## src/rtl/fp18_pkg.sv

```systemverilog
// rtl/fp18_pkg.sv - shared widths, state encoding and field helpers for the fp18 multiplier
package fp18_pkg;

  localparam int EXP_W  = 7;
  localparam int MAN_W  = 10;
  localparam int BIAS   = 63;
  localparam int W      = 1 + EXP_W + MAN_W;
  localparam int PROD_W = 2 * MAN_W + 2;
  localparam int ESUM_W = EXP_W + 2;
  localparam int CNT_W  = $clog2(MAN_W + 1);

  typedef enum logic [1:0] {
    IDLE = 2'd0,
    MUL  = 2'd1,
    NORM = 2'd2,
    DONE = 2'd3
  } state_t;

  function automatic logic f_sign(input logic [W-1:0] x);
    return x[W-1];
  endfunction

  function automatic logic [EXP_W-1:0] f_exp(input logic [W-1:0] x);
    return x[W-2:MAN_W];
  endfunction

  function automatic logic [MAN_W-1:0] f_man(input logic [W-1:0] x);
    return x[MAN_W-1:0];
  endfunction

endpackage

```

## src/rtl/fp18_shift_add_mul.sv

```systemverilog
// rtl/fp18_shift_add_mul.sv - iterative unsigned shift-add mantissa multiplier, one bit per cycle
module fp18_shift_add_mul
  import fp18_pkg::*;
(
  input  logic                  clk,
  input  logic                  rst_n,
  input  logic                  start,
  input  logic [MAN_W:0]        mcand,
  input  logic [MAN_W:0]        mplier,
  output logic [PROD_W-MAN_W-1:0] product_hi,
  output logic                  done
);

  logic [PROD_W-1:0] acc;
  logic [PROD_W-1:0] mcand_q;
  logic [MAN_W:0]    mplier_q;
  logic [CNT_W-1:0]  cnt;
  logic              busy;

  // Load on start, then consume one multiplier bit (LSB first) per cycle; the
  // multiplicand shifts left alongside so no variable shifter is needed.
  always_ff @(posedge clk or negedge rst_n) begin
    if (!rst_n) begin
      acc      <= '0;
      mcand_q  <= '0;
      mplier_q <= '0;
      cnt      <= '0;
      busy     <= 1'b0;
    end else if (start) begin
      acc      <= '0;
      mcand_q  <= PROD_W'(mcand);
      mplier_q <= mplier;
      cnt      <= '0;
      busy     <= 1'b1;
    end else if (busy) begin
      if (mplier_q[0]) begin
        acc <= acc + mcand_q;
      end
      mcand_q  <= mcand_q << 1;
      mplier_q <= mplier_q >> 1;
      if (cnt == CNT_W'(MAN_W)) begin
        busy <= 1'b0;
      end else begin
        cnt <= cnt + 1'b1;
      end
    end
  end

  // done marks the cycle whose closing edge performs the final step.
  assign done = busy && (cnt == CNT_W'(MAN_W));

  // Truncating normalisation only ever looks at the upper bits of the product.
  assign product_hi = acc[PROD_W-1:MAN_W];

endmodule

```

## src/rtl/fp18_mul_core.sv

```systemverilog
// rtl/fp18_mul_core.sv - multi-cycle 18-bit floating-point multiplier with valid/ready handshake
module fp18_mul_core
  import fp18_pkg::*;
(
  input  logic         clk,
  input  logic         rst_n,
  input  logic         in_valid,
  output logic         in_ready,
  input  logic [W-1:0] a,
  input  logic [W-1:0] b,
  output logic         out_valid,
  input  logic         out_ready,
  output logic [W-1:0] result,
  output logic         ovf,
  output logic         unf
);

  localparam logic signed [ESUM_W-1:0] E_MAX  = ESUM_W'((1 << EXP_W) - 2);
  localparam logic signed [ESUM_W-1:0] E_MIN  = ESUM_W'(1);
  localparam logic signed [ESUM_W-1:0] E_BIAS = ESUM_W'(BIAS);

  state_t state;
  state_t next_state;

  logic                       start;
  logic                       mul_done;
  logic [PROD_W-MAN_W-1:0]    product_hi;
  logic                       sign_q;
  logic                       zero_q;
  logic signed [ESUM_W-1:0]   esum_q;
  logic signed [ESUM_W-1:0]   e_norm;
  logic [MAN_W-1:0]           man_norm;

  assign in_ready  = (state == IDLE);
  assign out_valid = (state == DONE);
  assign start     = (state == IDLE) && in_valid;

  fp18_shift_add_mul u_mul (
    .clk        (clk),
    .rst_n      (rst_n),
    .start      (start),
    .mcand      ({1'b1, f_man(a)}),
    .mplier     ({1'b1, f_man(b)}),
    .product_hi (product_hi),
    .done       (mul_done)
  );

  // State register.
  always_ff @(posedge clk or negedge rst_n) begin
    if (!rst_n) begin
      state <= IDLE;
    end else begin
      state <= next_state;
    end
  end

  // Next-state: accept in IDLE, wait out the multiplier, one normalise cycle, hold until taken.
  always_comb begin
    next_state = state;
    case (state)
      IDLE:    if (in_valid)  next_state = MUL;
      MUL:     if (mul_done)  next_state = NORM;
      NORM:                   next_state = DONE;
      DONE:    if (out_ready) next_state = IDLE;
      default:                next_state = IDLE;
    endcase
  end

  // Capture sign, biased exponent sum and zero-operand flag at acceptance.
  always_ff @(posedge clk or negedge rst_n) begin
    if (!rst_n) begin
      sign_q <= 1'b0;
      zero_q <= 1'b0;
      esum_q <= '0;
    end else if (start) begin
      sign_q <= f_sign(a) ^ f_sign(b);
      zero_q <= (f_exp(a) == '0) || (f_exp(b) == '0);
      esum_q <= $signed({2'b00, f_exp(a)}) + $signed({2'b00, f_exp(b)}) - E_BIAS;
    end
  end

  // Normalise: a product in [2,4) shifts one place right and bumps the exponent.
  always_comb begin
    e_norm   = esum_q;
    man_norm = product_hi[MAN_W-1:0];
    if (product_hi[PROD_W-MAN_W-1]) begin
      e_norm   = esum_q + ESUM_W'(1);
      man_norm = product_hi[PROD_W-MAN_W-2 -: MAN_W];
    end
  end

  // Register result and flags in NORM; zero operand wins over overflow, which wins over underflow.
  always_ff @(posedge clk or negedge rst_n) begin
    if (!rst_n) begin
      result <= '0;
      ovf    <= 1'b0;
      unf    <= 1'b0;
    end else if (state == NORM) begin
      if (zero_q) begin
        result <= {sign_q, {(W-1){1'b0}}};
        ovf    <= 1'b0;
        unf    <= 1'b1;
      end else if (e_norm > E_MAX) begin
        result <= {sign_q, {EXP_W{1'b1}}, {MAN_W{1'b0}}};
        ovf    <= 1'b1;
        unf    <= 1'b0;
      end else if (e_norm < E_MIN) begin
        result <= {sign_q, {(W-1){1'b0}}};
        ovf    <= 1'b0;
        unf    <= 1'b1;
      end else begin
        result <= {sign_q, e_norm[EXP_W-1:0], man_norm};
        ovf    <= 1'b0;
        unf    <= 1'b0;
      end
    end
  end

endmodule

```

## config.mk

```make
export PLATFORM = sky130hd
export DESIGN_NAME = fp18_mul_core
export DESIGN_NICKNAME = d
export VERILOG_FILES = /design/src/rtl/fp18_pkg.sv /design/src/rtl/fp18_shift_add_mul.sv /design/src/rtl/fp18_mul_core.sv
export SDC_FILE = /design/constraint.sdc
export NUM_CORES = 1
export LEC_CHECK = 0
export CAP_MARGIN = 20
export CORE_MARGIN = 5
export CORE_UTILIZATION = 58
export CTS_CLUSTER_DIAMETER = 40
export DETAILED_ROUTE_END_ITERATION = 8
export PLACE_DENSITY = 0.81
export SYNTH_ARGS = -nofsm -noshare
export SYNTH_HDL_FRONTEND = slang
export SYNTH_HIERARCHICAL = 1
export SYNTH_SLANG_ARGS = --single-unit
```

## constraint.sdc

```tcl
create_clock -name clk -period 2.5 [get_ports clk]
set_input_delay 0.375 -clock clk [delete_from_list [all_inputs] [get_ports clk]]
set_output_delay 0.375 -clock clk [all_outputs]
set_load 0.02 [all_outputs]
```

==> results of run 1 <==
-- flip-flops by register name (all words and copies together) (netlist names), 2 cells and up --
name            flops
esum_q              9
u_mul/mplier_q     11
u_mul/acc          22
result             18
u_mul/mcand_q      22
u_mul/cnt           4
state               2
-- Yosys cell counts, types with 4 or more instances --
master	instances	share of area
a21o_1	10	0.012
a21oi_1	43	0.035
buf_2	6	0.0049
buf_4	13	0.016
clkbuf_1	16	0.0099
dfrtp_1	93	0.38
ha_1	41	0.085
inv_1	41	0.025
mux2_2	14	0.026
mux2i_1	34	0.056
nand2_1	79	0.049
nand2b_1	7	0.0072
nand3_1	12	0.0099
nand3b_1	12	0.015
nand4_1	6	0.0062
nor2_1	31	0.019
nor3_1	9	0.0074
nor4_1	4	0.0041
o211ai_1	4	0.0049
o21a_1	5	0.0062
o21ai_0	59	0.049
o21ai_1	4	0.0033
o21bai_1	5	0.0062
o32ai_1	9	0.013
xnor2_1	11	0.016
xor2_1	10	0.014
-- what timing repair did --
item                                   in CTS  in global routing
gates resized for setup                     3                  1
setup endpoints to repair                   2                  3
buffers inserted                            2                  0
endpoints found under the hold margin       0                  0
pin swaps                                   1                  1
hold buffers                                0                  0
-- power groups by stage --
stage	Sequential, mW	Clock (mW)	Combinational, mW
after floorplan	2.62	0	2.86
after global placement	2.61	0	3.79
after detailed placement	2.64	0	3.93
after CTS	2.62	1.05	3.99
after global routing	2.70	1.11	4.46
final	2.62	1.03	4.01
-- layout by cell type (no fill, tap or decap), types with 6 or more instances in the layout --
cell / count
dfrtp_1: 92
nand2_1: 79
clkdlybuf4s50_1: 60
o21ai_0: 59
a21oi_1: 43
ha_1: 41
inv_1: 40
mux2i_1: 34
nor2_1: 31
buf_4: 22
mux2_2: 14
nand3_1: 12
nand3b_1: 12
xnor2_1: 11
clkbuf_8: 11
a21o_1: 10
xor2_1: 10
nor3_1: 9
o32ai_1: 9
nand2b_1: 7
nand4_1: 6
-- final cells by class --
cell class,count,area [µm²]
multi-input cells,474,3350
fillers,825,3250
flip-flops and latches,93,2330
repair buffers,85,826
well taps,136,170
clock buffers,12,155
inverters,41,154
clock inverters,3,45.0
-- worst max-delay path, delay by kind of cell (launching register included) --
| kind | cells | cell delay [ns] |
|---|---|---|
| simple gates | 1 | 0.16 |
| fa+ha+maj | 2 | 0.55 |
| buf+inv | 1 | 0.06 |
| compound gates | 5 | 1.17 |
| flops | 1 | 0.36 |
-- how the worst max path moves through the flow --
stage,start,endpoint,slack [ns],cells after the start
4_1_cts,u_mul/acc[0]$_DFFE_PN0P_,u_mul/acc[20]$_DFFE_PN0P_,0.06,9
3_3_place_gp,a[11],esum_q[7]$_DFFE_PN0P_,-0.05,9
3_5_place_dp,b[11],esum_q[7]$_DFFE_PN0P_,-0.12,9
2_1_floorplan,u_mul/mcand_q[0]$_DFFE_PN0P_,u_mul/acc[20]$_DFFE_PN0P_,0.24,9
5_1_grt,u_mul/acc[15]$_DFFE_PN0P_,u_mul/acc[21]$_DFFE_PN0P_,0.005,7
6_report,u_mul/acc[0]$_DFFE_PN0P_,u_mul/acc[20]$_DFFE_PN0P_,0.1,9
-- kinds of logic (layout without fill, tap and decap cells) --
kind of cell               Yosys count  in the layout  synth area share
and+or+nand+nor                    187            187             0.157
AOI/OAI and AO/OA                  172            172             0.185
DFF                                 93             93             0.384
buffers and inverters               83            141            0.0687
muxes                               49             49            0.0839
adders and majority gates           43             43            0.0911
xor gates and xnor gates            21             21            0.0303
other                                1              2          0.000618
-- metal layers --
metal,GRT usage,vias to the layer above
met4,0.0753,0
met1,0.281,2356
li1,-,2415
met5,0,-
met2,0.353,132
met3,0.0291,22
==> metrics, run 1 <==
Finished Layout Cells 844; Yosys reg bits 93; Worst VDD drop just over 0.0005 V; # Max-Cap Violations 0; Pre-Repair DR Iteration Count 5; routability cong. ~0.95; worst min path class primary input to asynchronous set/reset pin; Setup crit end kind flop; first-pass GRT wire length between 20,000 and 25,000 µm; Die X-Extent 112 µm; Synth cell types between 60 and 70; post-route design area between 7000 and 8000 µm²; post-synthesis cell count approximately 650; clock sinks 93; Die ar. ~13,000 µm²; fin worst setup slack between 0.09 and 0.1 ns; Worst-Margin Slew slightly above 0.7 ns; largest net degree at the start of global routing between 50 and 60; worst hold slack ~0.048 ns; Critical Path Max Stage Delay between 0.5 and 0.6 ns; Synth Warn # 6; Clock Tree Root clkbuf_8; Final setup viols 0; GRT overflow 0; cells along the critical path ha_1, inv_1, fa_2, nor2b_4, o2111ai_4, a2111o_1, a21oi_2, o21ai_1, a32o_1; Via Count around 4,900; drc violations 0; remaining antenna violation count 0; drt total wl about 13,000 µm; vias in the first global route 4,825; max-slew violation count 0; NetSw 3.30 mW; pwr dens 1090 nW/µm²; Worst R2R Start u_mul/acc[0]$_DFFE_PN0P_; Area growth syn-to-layout 15.8%; worst reg2reg setup slack around 0.097 ns; dpl hpwl between 9000 and 10,000 µm; DP Worst Slack -0.119 ns; FF-to-FF path depth 9; P_int approximately 4.4 mW; Tmin final approximately 2.4 ns; drt via density 5.84; Detailed Route Iter0 Violations 265; outcome finished clean; Inserted Clock Buffers 9; wire per inst about 15 µm; Worst-path clk slew ~0.08 ns; Clk Latency, worst-skew pair between 0.3 and 0.4 ns; die height approximately 110 µm; CP Max Fanout 5; Post-synth ARST share 1.00; unrepaired setup endpoints after global routing false; CORE AREA about 10,000 µm²; register area share after synthesis 0.384; Mapped Area ~6100 µm²; highest clock rate around 420 MHz; Post-synth top flop dfrtp_1; final worst path period share 0.961; Sw Ratio 0.431; mean post-synth cell area around 9.4 µm²; Longest Clk Path Bufs 2; Post-synth EDFFs 0; reg2reg end u_mul/acc[20]$_DFFE_PN0P_; CP startpoint kind flop; TritonCTS clock tree yes; Setup Skew between 0.01 and 0.015 ns; top sig layer met4; # rows 37; crit path max-delay cell type a2111o_1; Pwr Total 7.65 mW; layout cell share with drive strength beyond 1 0.105; initial core utilization 0.590; Antenna Cells 0; static leakage 3.29 nW; met3 routed wirelength about 590 µm; crit path kind flop to flop; met2 WL 6300 µm; Post-DP Area approximately 6800 µm²; Comb pwr share 0.524; num ports 62; total track usage 0.211; Seq pwr share 0.342; Rel. slew slack 0.520; Worst Path Arrival around 2.7 ns; clock power share 0.134; critical path required time roughly 2.8 ns; initial antenna violation count 0; H-tree levels 3; setup tns final 0 ns; placed cells about 830; nets approximately 790; Final Hold Fails 0; PortBufs between 60 and 70; wl on met1 around 5800 µm; Final Util 0.684
(Power assumes the default switching activity.)
==> inputs of run 2 (changes only) <==
- CTS_CLUSTER_DIAMETER: 40 -> not set
==> results of run 2 <==
Final layout, timing and power as in run 1 (identical DEF).
==> inputs of run 3 (changes only) <==
- CTS_BUF_LIST: not set -> sky130_fd_sc_hd__clkbuf_16
==> run 3 against run 2 <==
Sequential power about the same. Die area stayed put. Via count grew 0.24%. Largest cell class unchanged.
==> metrics, run 3 (same netlist as run 1, synthesis figures left out) <==
outcome finished clean (unchanged); Setup crit end kind flop (unchanged); Detailed Route Iter0 Violations 256 (was 265); Die ar. 12,600 µm² (unchanged); FF/Latch Area 2330 µm² (unchanged); CP Max Fanout 5 (unchanged); CP startpoint kind flop (unchanged); Clock Tree Root clkbuf_16 (was clkbuf_8); Seq pwr share 0.331 (was 0.342); GRT overflow 0 (unchanged); Worst-Margin Slew 0.715 ns (was 0.720 ns); Worst VDD drop 0.000471 V (was 0.000504 V); nets 787 (unchanged); Worst Path Arrival 2.60 ns (was 2.66 ns); wire per inst 15.2 µm (was 15.3 µm); clock power share 0.164 (was 0.134); Setup crit start u_mul/acc[0]$_DFFE_PN0P_ (unchanged); Clk Latency, worst-skew pair 0.34 ns (was 0.37 ns); max-slew violation count 0 (unchanged); Rel. slew slack 0.523 (was 0.520); Final Hold Fails 0 (unchanged); fin worst setup slack 0.0922 ns (was 0.0970 ns); drt via density 5.85 (was 5.84); Multi-input gate area 3350 µm² (unchanged); Worst-path clk slew 0.06 ns (was 0.08 ns); Pre-Repair DR Iteration Count 8 (was 5); P_int 4.61 mW (was 4.36 mW); final worst path period share 0.963 (was 0.961); TritonCTS clock tree yes (unchanged); drc violations 0 (unchanged); total track usage 0.210 (was 0.211); worst reg2reg setup slack 0.09 ns (was 0.1 ns); critical path required time 2.69 ns (was 2.76 ns); CORE AREA 10,300 µm² (unchanged); Final setup viols 0 (unchanged); Comb pwr share 0.505 (was 0.524); Die X-Extent 112 µm (unchanged); NetSw 3.31 mW (was 3.30 mW); # Max-Cap Violations 0 (unchanged); initial antenna violation count 0 (unchanged); Area growth syn-to-layout 17.2% (was 15.8%); H-tree levels 3 (unchanged); die height 112 µm (unchanged); Final Util 0.692 (was 0.684); reg2reg end u_mul/acc[12]$_DFFE_PN0P_ (was u_mul/acc[20]$_DFFE_PN0P_); worst min path class primary input to asynchronous set/reset pin (unchanged); largest net degree at the start of global routing 57 (unchanged); PortBufs 61 (unchanged); Setup Skew 0.00851 ns (was 0.0124 ns); routability cong. 0.946 (unchanged); clock sinks 93 (unchanged); setup tns final 0 ns (unchanged); Finished Layout Cells 844 (unchanged); crit path kind flop to flop (unchanged); Longest Clk Path Bufs 2 (unchanged); Tmin final 2.41 ns (was 2.40 ns); Pwr Total 7.92 mW (was 7.65 mW); layout cell share with drive strength beyond 1 0.102 (was 0.105); first-pass GRT wire length 22,300 µm (was 22,400 µm); Inserted Clock Buffers 9 (unchanged); placed cells 827 (unchanged); Antenna Cells 0 (unchanged); drt total wl 12,900 µm (about the same); pwr dens 1110 nW/µm² (was 1090 nW/µm²); num ports 62 (unchanged); FILL cells 810 (was 825); initial core utilization 0.590 (unchanged); Sw Ratio 0.418 (was 0.431); # rows 37 (unchanged); unrepaired setup endpoints after global routing false (unchanged); Regs by FF count u_mul/acc x22, u_mul/mcand_q x22, result x18 (unchanged); commonest non-fill, non-tap cell in the layout dfrtp_1 (unchanged); Via Count 4,937 (was 4,925); highest clock rate 415 MHz (was 416 MHz); FF-to-FF path depth 9 (unchanged); DP Worst Slack -0.119 ns (unchanged); vias in the first global route 4,818 (was 4,825); most frequent cells in the layout 92 x dfrtp_1, 79 x nand2_1, 60 x clkdlybuf4s50_1, 59 x o21ai_0, 43 x a21oi_1 (unchanged); dpl hpwl 9660 µm (unchanged); Worst R2R Start u_mul/acc[0]$_DFFE_PN0P_ (unchanged); remaining antenna violation count 0 (unchanged); static leakage 3.33 nW (was 3.29 nW)
-- run 3: worst max path at each step --
stage,end
after floorplan,u_mul/acc[20]$_DFFE_PN0P_
after global placement,esum_q[7]$_DFFE_PN0P_
after detailed placement,esum_q[7]$_DFFE_PN0P_
after CTS,u_mul/acc[12]$_DFFE_PN0P_
after global routing,u_mul/acc[12]$_DFFE_PN0P_
final,u_mul/acc[12]$_DFFE_PN0P_
-- run 3: worst max-delay path, cell delays in order (launching register included) --
cell,delay [ns]
dfrtp_1,0.35
ha_1,0.17
inv_1,0.06
fa_2,0.37
nor2b_4,0.16
o2111ai_4,0.16
a2111o_1,0.51
and3_2,0.24
o21ai_0,0.14
a21oi_1,0.10
-- run 3: routing by layer --
metal	track usage	vias up	wire [µm]
met5	0	-	0
met4	0.0713	0	165
met3	0.0313	17	558
met2	0.348	129	6410
met1	0.282	2375	5730
li1	-	2416	-
-- run 3: metrics by stage --
stage / cell area (µm²) / hold WS (ns)
floorplan: 6070 / 0.0794
global placement: 6790 / 0.461
detailed placement: 6790 / 0.475
CTS: 7100 / 0.115
global route: 7110 / 0.157
finish: 7110 / 0.0845
-- run 3: power groups by stage --
stage	registers (mW)	clock network (mW)	logic (mW)
after floorplan	2.62	0	2.86
after global placement	2.61	0	3.79
after detailed placement	2.64	0	3.93
after CTS	2.62	1.33	3.98
after global routing	2.70	1.39	4.47
final	2.62	1.30	4.00
-- run 3: timing repair --
item,4_1_cts,5_1_grt
setup buffers,1,1
gates resized for setup,3,1
pin swaps,1,1
endpoints found under the setup margin,2,3
hold buffers,0,0
-- run 3: layout make-up --
cell class | instances | area share
multi-input combinational | 474 | 0.471
inverter | 41 | 0.0216
sequential | 93 | 0.328
clock inverter | 6 | 0.00792
tap | 136 | 0.0239
timing repair buffer | 85 | 0.116
clock buffer | 9 | 0.0317
